<file path="config.mk">
export PLATFORM = sky130hd
export DESIGN_NAME = seq_multiplier
export DESIGN_NICKNAME = d
export VERILOG_FILES = /design/src/rtl/seq_multiplier.sv
export SDC_FILE = /design/constraint.sdc
export NUM_CORES = 1
export LEC_CHECK = 0
export ABC_AREA = 1
export BUFFER_PORTS_ARGS = -buffer_cell sky130_fd_sc_hd__clkbuf_2
export CAP_MARGIN = 10
export CORE_MARGIN = 2
export CORE_UTILIZATION = 57
export DETAILED_ROUTE_END_ITERATION = 8
export PLACE_DENSITY = 0.86
export SKIP_LAST_GASP = 1
export SLEW_MARGIN = 40
export SYNTH_ARGS = -nofsm -noshare
export SYNTH_HDL_FRONTEND = slang
export SYNTH_SLANG_ARGS = --single-unit
</file>
<file path="constraint.sdc">
create_clock -name clk -period 40.2 [get_ports clk]
set_input_delay 2.01 -clock clk [delete_from_list [all_inputs] [get_ports clk]]
set_output_delay 2.01 -clock clk [all_outputs]
set_load 0.02 [all_outputs]
</file>
<file path="src/rtl/seq_multiplier.sv">
// Unsigned shift-and-add sequential multiplier. One iteration per clock
// through a single width-bit ripple-carry adder (fullAdder).
//
// Ports:
//   clk    rising-edge clock
//   rst_n  synchronous active-low reset
//   start  request, accepted only while ready=1
//   A, B   multiplicand / multiplier, captured on an accepted start
//   ready  high in IDLE or DONE
//   busy   high in BUSY
//   done   one-cycle pulse while in DONE
//   P      2*width product, holds until the next accepted start

// Width-bit ripple-carry adder.
module fullAdder #(
  parameter int unsigned width = 64
) (
  input  logic [width-1:0] A,
  input  logic [width-1:0] B,
  input  logic             Cin,
  output logic [width-1:0] S,
  output logic             Cout
);

  // Carry rippled through a block-local variable, LSB to MSB.
  always_comb begin : ripple
    logic cy;
    cy = Cin;
    S  = '0;
    for (int i = 0; i < int'(width); i++) begin
      S[i] = A[i] ^ B[i] ^ cy;
      cy   = (A[i] & B[i]) | (cy & (A[i] ^ B[i]));
    end
    Cout = cy;
  end

endmodule

module seq_multiplier #(
  parameter int unsigned width = 64
) (
  input  logic                 clk,
  input  logic                 rst_n,
  input  logic                 start,
  input  logic [width-1:0]     A,
  input  logic [width-1:0]     B,
  output logic                 ready,
  output logic                 busy,
  output logic                 done,
  output logic [2*width-1:0]   P
);

  localparam int unsigned cw = $clog2(width);

  typedef enum logic [1:0] {
    st_idle = 2'd0,
    st_busy = 2'd1,
    st_done = 2'd2
  } state_t;

  state_t           state, state_nx;
  logic             accept;
  logic [cw-1:0]    cnt;
  logic [width-1:0] mcand;
  logic [width-1:0] add_b;
  logic [width-1:0] sum;
  logic             cout;

  // Add mcand into the upper half only when the current multiplier LSB is set.
  assign add_b = P[0] ? mcand : '0;

  fullAdder #(.width(width)) u_add (
    .A    (P[2*width-1:width]),
    .B    (add_b),
    .Cin  (1'b0),
    .S    (sum),
    .Cout (cout)
  );

  // Next-state and start acceptance.
  always_comb begin
    state_nx = state;
    accept   = 1'b0;
    case (state)
      st_idle: begin
        if (start) begin
          state_nx = st_busy;
          accept   = 1'b1;
        end
      end
      st_busy: begin
        if (cnt == cw'(width - 1)) state_nx = st_done;
      end
      st_done: begin
        if (start) begin
          state_nx = st_busy;
          accept   = 1'b1;
        end else begin
          state_nx = st_idle;
        end
      end
      default: state_nx = st_idle;
    endcase
  end

  // State, datapath and status flags; status is registered from next state.
  always_ff @(posedge clk) begin
    if (!rst_n) begin
      state <= st_idle;
      cnt   <= '0;
      mcand <= '0;
      P     <= '0;
      ready <= 1'b1;
      busy  <= 1'b0;
      done  <= 1'b0;
    end else begin
      state <= state_nx;
      ready <= (state_nx != st_busy);
      busy  <= (state_nx == st_busy);
      done  <= (state_nx == st_done);
      if (accept) begin
        mcand <= A;
        P     <= {{width{1'b0}}, B};
        cnt   <= '0;
      end else if (state == st_busy) begin
        // Carry-out lands in the top bit, so nothing is ever lost.
        P   <= {cout, sum, P[width-1:1]};
        cnt <= cnt + cw'(1);
      end
    end
  end

endmodule

</file>
==> summary.md <==
| Metric | Value |
|---|---|
| Part of the power in registers | 0.445 |
| Syn Nets | 1294 |
| All-Layer GR Usage | 0.276 |
| Most frequent cells in the layout | 261 x clkbuf_2, 253 x nand2_1, 202 x dfxtp_1, 108 x inv_1, 102 x a21oi_1 |
| Initial antenna violation count | 0 |
| Synth-to-Final Area Change | 20.8% |
| Critical Path RT | 40.62 ns |
| Fin crit share | 0.636 |
| Worst slew pin tran | 0.755 ns |
| First DRT Iteration DRCs | 517 |
| Slew Limit Fails | 0 |
| Slowest-stage cell, CP | fa_1 |
| Critical R2R Launch | P[0] |
| DRT Pass-1 Iters | 5 |
| H-tree depth | 1 |
| Clock power share | 0.394 |
| Grt met2 use | 0.469 |
| Met3 GRT Util | 0.0609 |
| Max stage delay on crit path | 0.42 ns |
| Vias | 8240 |
| Fmax | 39.1 MHz |
| Starting Density | 0.588 |
| Met1 Usage GRT | 0.350 |
| XOR/XNOR share of the synthesized area | 0 |
| Die H | 132 um |
| Largest net degree at the start of global routing | 129 |
| Final Util | 0.710 |
| First-pass GRT wire length | 40200 um |
| CTS tree | done |
| Drt total wl | 24100 um |
| Reg2reg setup slack | 14.64 ns |
| Power Density | 44.3 nW/um^2 |
| Mapped Cells | 1098 |
| Crit path launch | P[0] |
| Die span in x | 132 um |
| Post-Synth Adder-Cell Area | 0.137 |
| Internal | 0.000362 W |
| Slew headroom | 0.497 |
| Top cell by count, worst path | fa_1 |
| Family with the most delay on the worst path | adder cells |
| Final hold slack | 0.482 ns |
| Leakage | 5.61 nW |
| Synthesized area | 9400 um^2 |
| Worst vdd ir | 0.0369 mV |
| Data arrival, critical path | 25.98 ns |
| Reg2reg path depth | 72 |
| Sw Pwr | 0.000142 W |
| Largest family of logic cells by synthesized area | simple AND/OR/NAND/NOR gates |
| Yosys cell types | 24 |
| Setup TNS Final | 0 ns |
| DP Wirelength | 16300 um |
| Final Hold Fails | 0 |
| RSZ-0062 raised after global routing | no |
| Worst Hold Class | reg -> reg |
| Sequential cell area fraction in the yosys report | 0.432 |
| CTS max path bufs | 3 |
| Placement Setup Slack | 14.78 ns |
| Vias in the first global route | 8160 |
| I/O Buffers | 261 |
| Gate power share | 0.161 |
| Final ANT Viol Nets | 0 |
| Simple-gate share of the synthesized area | 0.179 |
| Post-CTS Setup Inserts | 0 |
| Flops & latches, synth | 203 |
| Max-Cap Viols | 0 |
| Core Box Area | 16000 um^2 |
| Min cycle time layout | 25.56 ns |
| Site Rows | 46 |
| Count of final setup violators | 0 |
| Syn Area/Cell | 8.56 um^2 |
| Buf/Inv on CP | 6 |
| CTS Hold Buffers Added | 0 |
| Num ports | 262 |
| Compound-cell area share of the yosys netlist | 0.161 |
| Clk_lat worst skew | 0.49 ns |
| Antenna cells | 0 |
| Clock transition at path regs | 0.06 ns |
| Final worst setup slack | 14.64 ns |
| Skew final | 0.00593 ns |
| DR WL/cell | 15.7 um |
| Remaining global-route overflow | 0 |
| Multiplexer share of the synthesized area | 0 |
| Critical path depth | 72 |
| Sink Count | 203 |
| Share of layout cells above drive strength 1 | 0.236 |
| Crit. End Element | register |
| Die area | 17500 um^2 |
| Ys Warns | 0 |
| Final net count | 1507 |
| Cts bufs inserted | 23 |
| Post-CTS resize count | 0 |
| Routability cong. | 0.828 |
| Remaining DRCs | 0 |
| Clock root buffer | clkbuf_16 |
| Post-DR vias/cell | 5.35 |
| Crit-path max FO | 17 |
| Nature of the critical path startpoint | register |
| Hold Startpoint | mcand[20] |
| Status | complete, no violations |
| GRT busiest layer | met2 |
| Sw Ratio | 0.282 |
| Most common cell after layout, fill and taps aside | clkbuf_2 |
| Worst hold path cell count | 1 |
| Crit Path Class | reg -> reg |
## cell families after synthesis
logic type | after synthesis
flops | 203
buf+inv | 193
simple gates | 399
fa+ha+maj | 65
compound gates | 238
## final timing paths
kind,endpoint
setup / recovery,P[126]
hold / removal,mcand[20]
setup reg to reg,P[126]
hold reg to reg,mcand[20]
## state kept, by name, summed over array words and instances, names as in the netlist
name   flops
ready      1
done       1
P        128
state      2
cnt        6
mcand     64
busy       1
## synth_stat cells (all sizes together)
cell | instances | area [um^2]
a21oi | 102 | 510
a22o | 64 | 561
buf | 56 | 342
clkbuf | 23 | 86.3
dfxtp | 203 | 4060
fa | 63 | 1260
ha | 2 | 25.0
inv | 114 | 428
nand2 | 256 | 971
nand3 | 36 | 180
nand4 | 1 | 6.26
nor2 | 71 | 277
nor3 | 4 | 20.0
nor3b | 31 | 233
o211ai | 32 | 240
o21ai | 40 | 200
## layer usage
| metal | wire length [um] | share of wire | vias to the layer above |
|---|---|---|---|
| met4 | 643 | 0.027 | 0 |
| met1 | 9700 | 0.40 | 3852 |
| met5 | 0 | 0 | - |
| met3 | 2090 | 0.086 | 53 |
| li1 | - | - | 3980 |
| met2 | 11700 | 0.49 | 355 |
## power by group through the flow
stage	logic, W	clock network [W]	registers, W
after floorplan	0.0000475	0	0.000236
after global placement	0.0000788	0	0.000227
after detailed placement	0.0000808	0	0.000228
after CTS	0.0000814	0.000201	0.000224
after global routing	0.0000902	0.000210	0.000226
final	0.0000812	0.000199	0.000224
## layout make-up
class / instances / area [um^2]
clock buffers: 36 / 704
clock inverters: 2 / 10.0
fillers: 1290 / 4640
inverters: 114 / 434
multi-input cells: 702 / 4500
flip-flops and latches: 203 / 4070
well taps: 216 / 270
repair buffers: 267 / 1380
## through the flow
step           total power [W]  instances  instance area [um^2]
2_1_floorplan         0.000284       1098                  9400
3_3_place_gp          0.000306       1501                 10600
3_5_place_dp          0.000309       1502                 10600
4_1_cts               0.000506       1540                 11400
5_1_grt               0.000526       1540                 11400
6_report              0.000504       1540                 11400
(Power assumes the default switching activity.)
